## config.mk

```make
export PLATFORM = sky130hd
export DESIGN_NAME = calc_entry_ctrl
export DESIGN_NICKNAME = d
export VERILOG_FILES = /design/src/rtl/calc_pkg.sv /design/src/rtl/calc_entry_ctrl.sv
export SDC_FILE = /design/constraint.sdc
export NUM_CORES = 1
export LEC_CHECK = 0
export ABC_AREA = 1
export CELL_PAD_IN_SITES_DETAIL_PLACEMENT = 0
export CELL_PAD_IN_SITES_GLOBAL_PLACEMENT = 1
export CORE_MARGIN = 1.5
export CORE_UTILIZATION = 40
export CTS_BUF_LIST = sky130_fd_sc_hd__clkbuf_8
export DETAILED_ROUTE_END_ITERATION = 6
export PLACE_DENSITY = 0.83
export SETUP_SLACK_MARGIN = 0.5
export SKIP_LAST_GASP = 1
export SYNTH_ARGS = -nofsm -noshare
export SYNTH_HDL_FRONTEND = slang
export SYNTH_SLANG_ARGS = --single-unit
```

## constraint.sdc

```tcl
create_clock -name clock -period 1.7 [get_ports clock]
set_clock_uncertainty 0.05 [all_clocks]
set_input_delay 0.34 -clock clock [delete_from_list [all_inputs] [get_ports clock]]
set_output_delay 0.34 -clock clock [all_outputs]
set_load 0.02 [all_outputs]
```

## src/rtl/calc_pkg.sv

```systemverilog
// Shared key codes, operator/state types and helpers for the calculator entry controller.
package calc_pkg;

  // Keypad event codes as delivered by the decoder.
  localparam logic [4:0] KEY_DIGIT_MAX = 5'd9;
  localparam logic [4:0] KEY_ADD       = 5'd10;
  localparam logic [4:0] KEY_DIV       = 5'd13;
  localparam logic [4:0] KEY_EQUALS    = 5'd14;
  localparam logic [4:0] KEY_BKSP      = 5'd15;
  localparam logic [4:0] KEY_CLEAR     = 5'd16;

  // Width of the operand digit counter (holds 0..8).
  localparam int COUNT_W = 4;

  typedef enum logic [1:0] {
    OP_ADD = 2'd0,
    OP_SUB = 2'd1,
    OP_MUL = 2'd2,
    OP_DIV = 2'd3
  } op_e;

  typedef enum logic [2:0] {
    ST_EMPTY  = 3'd0,
    ST_ENTRY  = 3'd1,
    ST_OPWAIT = 3'd2,
    ST_RESULT = 3'd3,
    ST_RELOAD = 3'd4,
    ST_CALC   = 3'd5
  } state_e;

  // States in which the controller can take a new key.
  function automatic logic is_accepting(input state_e s);
    logic v;
    case (s)
      ST_EMPTY, ST_ENTRY, ST_OPWAIT, ST_RESULT: v = 1'b1;
      default:                                  v = 1'b0;
    endcase
    return v;
  endfunction

  // Operator keys 10..13 map onto op codes 0..3.
  function automatic op_e key_to_op(input logic [4:0] code);
    logic [4:0] d;
    d = code - KEY_ADD;
    return op_e'(d[1:0]);
  endfunction

endpackage

```

## src/rtl/calc_entry_ctrl.sv

```systemverilog
// Calculator entry controller: turns accepted keypad events into entry-register
// pulses, tracks the operand digit count and runs the req/ack handshake with the ALU.
module calc_entry_ctrl
  import calc_pkg::*;
#(
  parameter int MAX_DIGITS = 8
) (
  input  logic       clock,
  input  logic       reset,
  input  logic       key_valid,
  input  logic [4:0] key_code,
  output logic       key_ready,
  output logic [3:0] reg_digit,
  output logic       reg_load,
  output logic       reg_bksp,
  output logic       reg_clear,
  output logic       operand_capture,
  output logic [1:0] op_code,
  output logic       calc_req,
  input  logic       calc_ack,
  output logic [3:0] digit_count,
  output logic       entry_full
);

  localparam logic [COUNT_W-1:0] MAX_CNT = COUNT_W'(MAX_DIGITS);

  state_e             r_state;
  logic               r_key_ready;
  logic [3:0]         r_digit;
  logic               r_load;
  logic               r_bksp;
  logic               r_clear;
  logic               r_cap;
  op_e                r_op;
  op_e                r_next_op;
  logic               r_chain;
  logic               r_pend;
  logic               r_req;
  logic [COUNT_W-1:0] r_count;
  logic               r_full;
  logic [3:0]         r_hold;

  state_e             w_state_nxt;
  logic               w_ready_nxt;
  logic [3:0]         w_digit_nxt;
  logic               w_load_nxt;
  logic               w_bksp_nxt;
  logic               w_clear_nxt;
  logic               w_cap_nxt;
  op_e                w_op_nxt;
  op_e                w_next_op_nxt;
  logic               w_chain_nxt;
  logic               w_pend_nxt;
  logic               w_req_nxt;
  logic [COUNT_W-1:0] w_count_nxt;
  logic               w_full_nxt;
  logic [3:0]         w_hold_nxt;
  logic               w_accept;

  assign w_accept = key_valid & r_key_ready;

  // Register every output and the FSM/bookkeeping state; reset drops all pulses and req at once.
  always_ff @(posedge clock or posedge reset) begin
    if (reset) begin
      r_state     <= ST_EMPTY;
      r_key_ready <= 1'b0;
      r_digit     <= 4'd0;
      r_load      <= 1'b0;
      r_bksp      <= 1'b0;
      r_clear     <= 1'b0;
      r_cap       <= 1'b0;
      r_op        <= OP_ADD;
      r_next_op   <= OP_ADD;
      r_chain     <= 1'b0;
      r_pend      <= 1'b0;
      r_req       <= 1'b0;
      r_count     <= '0;
      r_full      <= 1'b0;
      r_hold      <= 4'd0;
    end else begin
      r_state     <= w_state_nxt;
      r_key_ready <= w_ready_nxt;
      r_digit     <= w_digit_nxt;
      r_load      <= w_load_nxt;
      r_bksp      <= w_bksp_nxt;
      r_clear     <= w_clear_nxt;
      r_cap       <= w_cap_nxt;
      r_op        <= w_op_nxt;
      r_next_op   <= w_next_op_nxt;
      r_chain     <= w_chain_nxt;
      r_pend      <= w_pend_nxt;
      r_req       <= w_req_nxt;
      r_count     <= w_count_nxt;
      r_full      <= w_full_nxt;
      r_hold      <= w_hold_nxt;
    end
  end

  // Next-state and next-output decode for the current state and any accepted key.
  always_comb begin
    w_state_nxt   = r_state;
    w_digit_nxt   = r_digit;
    w_load_nxt    = 1'b0;
    w_bksp_nxt    = 1'b0;
    w_clear_nxt   = 1'b0;
    w_cap_nxt     = 1'b0;
    w_op_nxt      = r_op;
    w_next_op_nxt = r_next_op;
    w_chain_nxt   = r_chain;
    w_pend_nxt    = r_pend;
    w_req_nxt     = r_req;
    w_count_nxt   = r_count;
    w_full_nxt    = r_full;
    w_hold_nxt    = r_hold;

    case (r_state)
      // Second half of a new-operand digit: the register was blanked last cycle.
      ST_RELOAD: begin
        w_load_nxt  = 1'b1;
        w_digit_nxt = r_hold;
        w_count_nxt = COUNT_W'(1);
        w_state_nxt = ST_ENTRY;
      end

      // Hold req and op stable until the ALU acknowledges.
      ST_CALC: begin
        if (calc_ack) begin
          w_req_nxt   = 1'b0;
          w_count_nxt = '0;
          if (r_chain) begin
            // Chained operator: the result becomes operand A for the new op.
            w_op_nxt    = r_next_op;
            w_cap_nxt   = 1'b1;
            w_state_nxt = ST_OPWAIT;
          end else begin
            w_pend_nxt  = 1'b0;
            w_op_nxt    = OP_ADD;
            w_state_nxt = ST_RESULT;
          end
        end else begin
          w_req_nxt = 1'b1;
        end
      end

      default: begin
        if (w_accept) begin
          if (key_code <= KEY_DIGIT_MAX) begin
            if ((r_state == ST_OPWAIT) || (r_state == ST_RESULT)) begin
              // Start a fresh operand: blank first, load on the following cycle.
              w_clear_nxt = 1'b1;
              w_hold_nxt  = key_code[3:0];
              w_state_nxt = ST_RELOAD;
            end else if (r_count < MAX_CNT) begin
              w_load_nxt  = 1'b1;
              w_digit_nxt = key_code[3:0];
              w_count_nxt = r_count + COUNT_W'(1);
              w_state_nxt = ST_ENTRY;
            end else begin
              w_full_nxt = 1'b1;
            end
          end else if (key_code <= KEY_DIV) begin
            if (((r_state == ST_ENTRY) && !r_pend) || (r_state == ST_RESULT)) begin
              w_cap_nxt   = 1'b1;
              w_op_nxt    = key_to_op(key_code);
              w_pend_nxt  = 1'b1;
              w_count_nxt = '0;
              w_state_nxt = ST_OPWAIT;
            end else if (r_state == ST_ENTRY) begin
              w_req_nxt     = 1'b1;
              w_chain_nxt   = 1'b1;
              w_next_op_nxt = key_to_op(key_code);
              w_state_nxt   = ST_CALC;
            end else if (r_state == ST_OPWAIT) begin
              w_op_nxt = key_to_op(key_code);
            end else begin
              w_op_nxt = r_op;
            end
          end else if (key_code == KEY_EQUALS) begin
            if ((r_state == ST_ENTRY) && r_pend) begin
              w_req_nxt   = 1'b1;
              w_chain_nxt = 1'b0;
              w_state_nxt = ST_CALC;
            end else begin
              w_req_nxt = r_req;
            end
          end else if (key_code == KEY_BKSP) begin
            if (r_state == ST_ENTRY) begin
              w_bksp_nxt  = 1'b1;
              w_full_nxt  = 1'b0;
              w_count_nxt = r_count - COUNT_W'(1);
              if (r_count == COUNT_W'(1)) begin
                w_state_nxt = ST_EMPTY;
              end else begin
                w_state_nxt = ST_ENTRY;
              end
            end else begin
              w_bksp_nxt = 1'b0;
            end
          end else if (key_code == KEY_CLEAR) begin
            w_clear_nxt = 1'b1;
            w_count_nxt = '0;
            w_pend_nxt  = 1'b0;
            w_op_nxt    = OP_ADD;
            w_full_nxt  = 1'b0;
            w_state_nxt = ST_EMPTY;
          end else begin
            // Unused codes are consumed silently.
            w_state_nxt = r_state;
          end
        end else begin
          w_state_nxt = r_state;
        end
      end
    endcase

    w_ready_nxt = is_accepting(w_state_nxt);
  end

  assign key_ready       = r_key_ready;
  assign reg_digit       = r_digit;
  assign reg_load        = r_load;
  assign reg_bksp        = r_bksp;
  assign reg_clear       = r_clear;
  assign operand_capture = r_cap;
  assign op_code         = r_op;
  assign calc_req        = r_req;
  assign digit_count     = r_count;
  assign entry_full      = r_full;

endmodule

```

======== Word level (Yosys, flattened, before mapping) ========
Cells that the tools add are included.
word-level totals
  bits in registers ....................... 28
  bits of input ports ..................... 9
  output and inout bits ................... 17
  word-level logic and storage cells ...... 193
cells by class
  $add $sub $neg .......................... 3
  $lt $le $gt $ge ......................... 3
  equal/unequal tests ..................... 35
  multiplexer cells ....................... 102
  bitwise operators ....................... 6
  reductions and logical operators ........ 29
operator list
  operator            number
  $mux 4              15
  $mux 1              55
  $mux 3              13
  $mux 2              11
  $reduce_and 9->1    2
  $pmux 4 s2          2
  $reduce_and 8->1    2
  $reduce_bool 3->1   5
  $ne 2x2->1 const B  7
  $reduce_and 7->1    2
  $eq 3x2->1 const B  4
  $ne 4x2->1 const B  3
  $reduce_bool 2->1   6
  $eq 5x4->1 const B  2
  $le 5x4->1 const B  2
  $ne 3x2->1 const B  3
  $pmux 1 s2          4
  $eq 3x1->1 const B  2
  $eq 3x3->1 const B  2
  $ne 2x1->1 const B  3
  $ne 3x1->1 const B  2
  $ne 6x4->1 const B  1
  $pmux 3 s2          1
  $reduce_and 6->1    1
  other kinds (22)    28

======== Longest topological paths before layout ========
  depth in word-level cells ............... 12
  depth in mapped cells ................... 10
  depth with buffers taken out ............ 10

======== Worst setup path after synthesis ========
OpenSTA, ideal clock, no wires.
  path kind ............................... register to register
  from .................................... reg r_count[0], in the netlist digit_count[0]
  to ...................................... reg r_count[1], in the netlist digit_count[1]
  setup time .............................. 0.065 ns
  arrival ................................. 1.466 ns
  data required time ...................... 1.585 ns
  setup slack ............................. 0.119 ns
  stages on the path, launching flop included .. 7
  buffers on the path ..................... 0
  period minus slack after synthesis ...... 1.581 ns
  cell sequence ........................... dfrtp_1 > inv_1 > ha_1 > or2_2 > a21oi_1 > nand3_1 > nand2_1
on the way
  longest elaborated chain between the ends .. 8
  elaborated cells between the ends (all ways) .. 14
  those cells by class .................... add/sub (2); order compare (1); eq/ne (1); mux (9); reduce/logical (1)
ends and longest elaborated chain
  element                   line                    RTL
  start: declaration        calc_entry_ctrl.sv:39   logic [COUNT_W-1:0] r_count;
  start signal: assignment  calc_entry_ctrl.sv:93   r_count <= w_count_nxt;
  $sub 4x1->4               calc_entry_ctrl.sv:190  w_count_nxt = r_count - COUNT_W'(1);
  $mux 4                    calc_entry_ctrl.sv:187  if (r_state == ST_ENTRY) begin
  $mux 4                    calc_entry_ctrl.sv:186  end else if (key_code == KEY_BKSP) begin
  $mux 4                    calc_entry_ctrl.sv:178  end else if (key_code == KEY_EQUALS) begin
  $mux 4                    calc_entry_ctrl.sv:161  end else if (key_code <= KEY_DIV) begin
  $mux 4                    calc_entry_ctrl.sv:147  if (key_code <= KEY_DIGIT_MAX) begin
  $mux 4                    calc_entry_ctrl.sv:146  if (w_accept) begin
  $pmux 4 s2                calc_entry_ctrl.sv:116  case (r_state)
Parallel ways exist; a longest one is shown, timed or not. The select of a mux whose other input is x is not followed.
A chain may end at the register's enable or synchronous reset.

======== Worst setup path in the final report ========
  from .................................... reg r_state[2]
  to ...................................... reg r_count[2], in the netlist digit_count[2]
on the way
  longest elaborated chain between the ends .. 5
  elaborated cells between the ends (all ways) .. 18
  those cells by class .................... eq/ne (11); mux (1); reduce/logical (6)
ends and longest elaborated chain
  element                     line                                            RTL
  start: declaration          calc_entry_ctrl.sv:27                           state_e r_state;
  start signal: assignment    calc_entry_ctrl.sv:81                           r_state <= w_state_nxt;
  $eq 3x1->1                  calc_entry_ctrl.sv:162, calc_entry_ctrl.sv:187
  $logic_and 1x1->1           calc_entry_ctrl.sv:162                          if (((r_state == ST_ENTRY) && !r_pend) || (r_state == ST_RESULT)) begin
  $logic_or 1x1->1            calc_entry_ctrl.sv:162
  $ne 5x2->1 (no line)        --
  $reduce_and 8->1 (no line)  --
Parallel ways exist; a longest one is shown, timed or not.

==> results_tabular.tex <==
\begin{tabular}{lr}
\hline
Metric & Value \\
\hline
\multicolumn{2}{l}{\textbf{Flow run}} \\
Max Cap Viol & 0 \\
\multicolumn{2}{l}{\textbf{Global routing}} \\
Met3 demand-to-capacity share in global routing & 2.33\% \\
First-pass GRT wire length & 9280 um \\
Routing usage on met1 & 31.2\% \\
Number of antenna violations at the first check in global routing & 0 \\
Overall overflow remaining after global route & 0 \\
Via count of the first global-routing pass & 1951 \\
All-Layer GR Usage & 23.7\% \\
Met2 track demand over resource & 40.9\% \\
Pin count of the biggest net entering global routing & 29 \\
Gr busiest metal & met2 \\
\multicolumn{2}{l}{\textbf{Finish}} \\
Top library cells by usage in the layout, fill and taps aside & 59 x nand2\_1, 53 x buf\_4, 29 x buf\_6 \\
Relative area change from synthesis to final layout & 73.2\% \\
Commonest non-fill, non-tap cell in the layout & nand2\_1 \\
Layout fillers & 335 \\
Count of antenna diodes in the layout & 0 \\
Share of final-layout standard cells stronger than drive strength 1 & 47.9\% \\
Number of cells in the finished layout apart from fillers & 403 \\
Post-layout nets & 364 \\
Design area & 3070 sq um \\
\multicolumn{2}{l}{\textbf{Timing}} \\
Setup violations, final & 0 \\
Transition time at the pin with the least slew margin & 373 ps \\
Max-slew headroom & 75.1\% \\
Final hold violation count & 0 \\
Min setup slack post-route & 128 ps \\
Maximum achievable frequency & 636 MHz \\
Post-route clock period utilization & 92.5\% \\
RSZ-0062 raised after global routing & true \\
Final min period & 1570 ps \\
Number of pins with negative max-slew slack in the final report & 0 \\
\multicolumn{2}{l}{\textbf{Place}} \\
HPWL Detailed & 3730 um \\
Placement Setup Slack & -454 ps \\
Placed cell count & 375 \\
RD Place Congestion & 0.925 \\
Cell area after placement & 2430 sq um \\
IO Port Bufs & 25 \\
\multicolumn{2}{l}{\textbf{Yosys}} \\
Leading cell types by total area after synthesis & dfrtp\_1 40\%, nand2\_1 16\%, nand3\_1 8.2\% \\
Count of cell types in the netlist & 25 \\
Portion of synthesized cell area occupied by the leading cell type & 39.5\% \\
FF+latch count, synth & 28 \\
Library cell with the largest summed area after synthesis & dfrtp\_1 \\
Sequential share of the synthesized area & 39.5\% \\
Yosys Warn Count & 0 \\
Cell count after synthesis & 260 \\
Mean area per synthesized cell & 6.81 sq um \\
Total standard cell area after synthesis & 1770 sq um \\
Synthesized netlist net count & 272 \\
\multicolumn{2}{l}{\textbf{Drt}} \\
Avg Vias per Cell & 5.13 \\
Routed Wire Length & 5700 um \\
Iteration count of the initial detailed-routing pass & 4 \\
Number of design rule violations left after detail routing & 0 \\
Total number of vias & 2069 \\
Drt first-iter violations & 176 \\
Routed wire per std cell & 14.1 um \\
Count of nets left with antenna violations after detail routing & 0 \\
\multicolumn{2}{l}{\textbf{Clock network}} \\
Post-CTS clock slew at the launch and capture registers of the worst setup and hold paths & 100 ps \\
Number of buffers inserted for hold repair after clock tree synthesis & 0 \\
Htree depth & 1 \\
TritonCTS clock tree & done \\
Number of buffers on the longest clock path & 2 \\
Number of clock buffers inserted by TritonCTS & 3 \\
Clock net sink count & 28 \\
Worst-Skew Late Latency & 280 ps \\
Clock tree root driver cell & clkbuf\_8 \\
\multicolumn{2}{l}{\textbf{Floorplanning}} \\
CORE AREA & 4290 sq um \\
Height of the die & 69.6 um \\
Die X & 69.6 um \\
Number of core rows & 24 \\
Die area & 4840 sq um \\
I/O pin total & 26 \\
Starting density of the core & 41.3\% \\
\multicolumn{2}{l}{\textbf{Setup path}} \\
Critical register-to-register path endpoint & digit\_count[2]\$\_DFFE\_PP0P\_ \\
Depth of the most critical reg-to-reg path & 9 \\
Endpoint class of the critical path & register \\
Data arrival time at the worst-slack endpoint & 1700 ps \\
Launch point of the critical path & r\_state[2]\$\_DFF\_PP0\_ \\
End point of the critical path & digit\_count[2]\$\_DFFE\_PP0P\_ \\
Reg2reg setup slack & 130 ps \\
Setup Crit Path Kind & register to register \\
CP required & 1830 ps \\
Kind of start point of the critical path & register \\
Maximum net fanout on the critical path & 6 \\
Worst flop-to-flop path startpoint & r\_state[2]\$\_DFF\_PP0\_ \\
\multicolumn{2}{l}{\textbf{Power and ir drop}} \\
Power per standard cell area & 1620 nW/um\^{}2 \\
Total leakage power & 1.53 nW \\
Worst IR drop on VDD & 0.967 mV \\
Total power draw & 0.00497 W \\
\multicolumn{2}{l}{\textbf{Worst hold path}} \\
Path type of the worst min-delay path & primary input to register \\
\multicolumn{2}{l}{\textbf{Status}} \\
Status & finished, final reports clean \\
\hline
\end{tabular}
-- worst max-delay path, stage by stage, from the launching register on --
cell     delay [ps]
dfrtp_2         460
inv_4            70
nor2_4          200
nand2_4         110
nand4_1         130
nand2_2          90
nor2_4          160
nand2_2          90
nand2_1          60
nand2_1          50
-- layer usage --
metal,part of all wire [%],wire (um),vias up
met2,51,2920,71
met5,0,0,-
met3,5.1,288,14
met4,1.6,91,0
met1,42,2400,952
li1,-,-,1032
-- logic make-up after synthesis --
kind of cell,Yosys count,share of synthesized area [%]
AO/OA/AOI/OAI,39,11.4
XOR/XNOR,3,1.48
adder cells (fa/ha/maj),3,2.12
buffers and inverters,32,6.92
flip-flops,28,39.5
AND/OR/NAND/NOR,155,38.5
-- synth_stat cells --
cell type   n
nand3_1    29
xnor2_1     1
nand2_1    76
a21oi_1    11
buf_1       1
or2_2       1
nor3_2      1
inv_2       6
xor2_1      2
clkbuf_1    1
nor2_4      2
nor3_1      4
buf_2       2
a31oi_1     1
o21ai_2     1
nand2_2     2
nor2_2      5
o21ai_0    22
o21ai_1     3
a21boi_0    1
inv_1      22
ha_1        3
dfrtp_1    28
nand4_1     7
nor2_1     28
-- cell type report --
| type | count | area (sq um) | share of cell area, % |
|---|---|---|---|
| clock inverter | 1 | 30.0 | 0.978 |
| clock buffer | 3 | 41.3 | 1.35 |
| multi-input combinational | 201 | 1310 | 42.7 |
| timing repair buffer | 90 | 793 | 25.8 |
| sequential | 28 | 711 | 23.2 |
| inverter | 28 | 118 | 3.83 |
| tap | 52 | 65.1 | 2.12 |
-- worst min path at each step --
stage / from / cells after the start / to / slack [ps]
floorplan: reset / 1 / calc_req$_DFFE_PP0P_ / 350
global placement: r_hold[3]$_DFFE_PP0P_ / 2 / r_hold[3]$_DFFE_PP0P_ / 410
detailed placement: r_hold[0]$_DFFE_PP0P_ / 2 / r_hold[0]$_DFFE_PP0P_ / 420
CTS: key_code[2] / 3 / r_hold[2]$_DFFE_PP0P_ / 340
global route: key_code[2] / 3 / r_hold[2]$_DFFE_PP0P_ / 350
finish: key_code[2] / 3 / r_hold[2]$_DFFE_PP0P_ / 340
-- power breakdown --
group | internal, W | switching (W) | leakage [nW]
sequential | 0.000960 | 0.000279 | 0.343
clock | 0.000316 | 0.000229 | 0.0357
combinational | 0.00148 | 0.00171 | 1.15
total | 0.00276 | 0.00221 | 1.53
-- through the flow --
step | TNS (ps) | util, % | hold slack, ps
2_1_floorplan | 0 | - | 355
3_3_place_gp | -8980 | 56.6 | 411
3_5_place_dp | -9760 | 56.6 | 418
4_1_cts | 0 | 66.3 | 343
5_1_grt | 0 | 71.5 | 354
6_report | 0 | 71.5 | 335
-- sequential cells by signal, summed over array words and instances, names as in the netlist, 2 cells and up --
signal	flops
op_code	2
reg_digit	4
r_state	3
digit_count	4
r_next_op	2
r_hold	4
-- timing repair --
item / CTS / global route
cloned: 1 / 0
setup endpoints to repair: 45 / 45
pin swaps: 27 / 25
setup buffers: 15 / 8
resized for setup: 179 / 48
(Power assumes the default switching activity.)
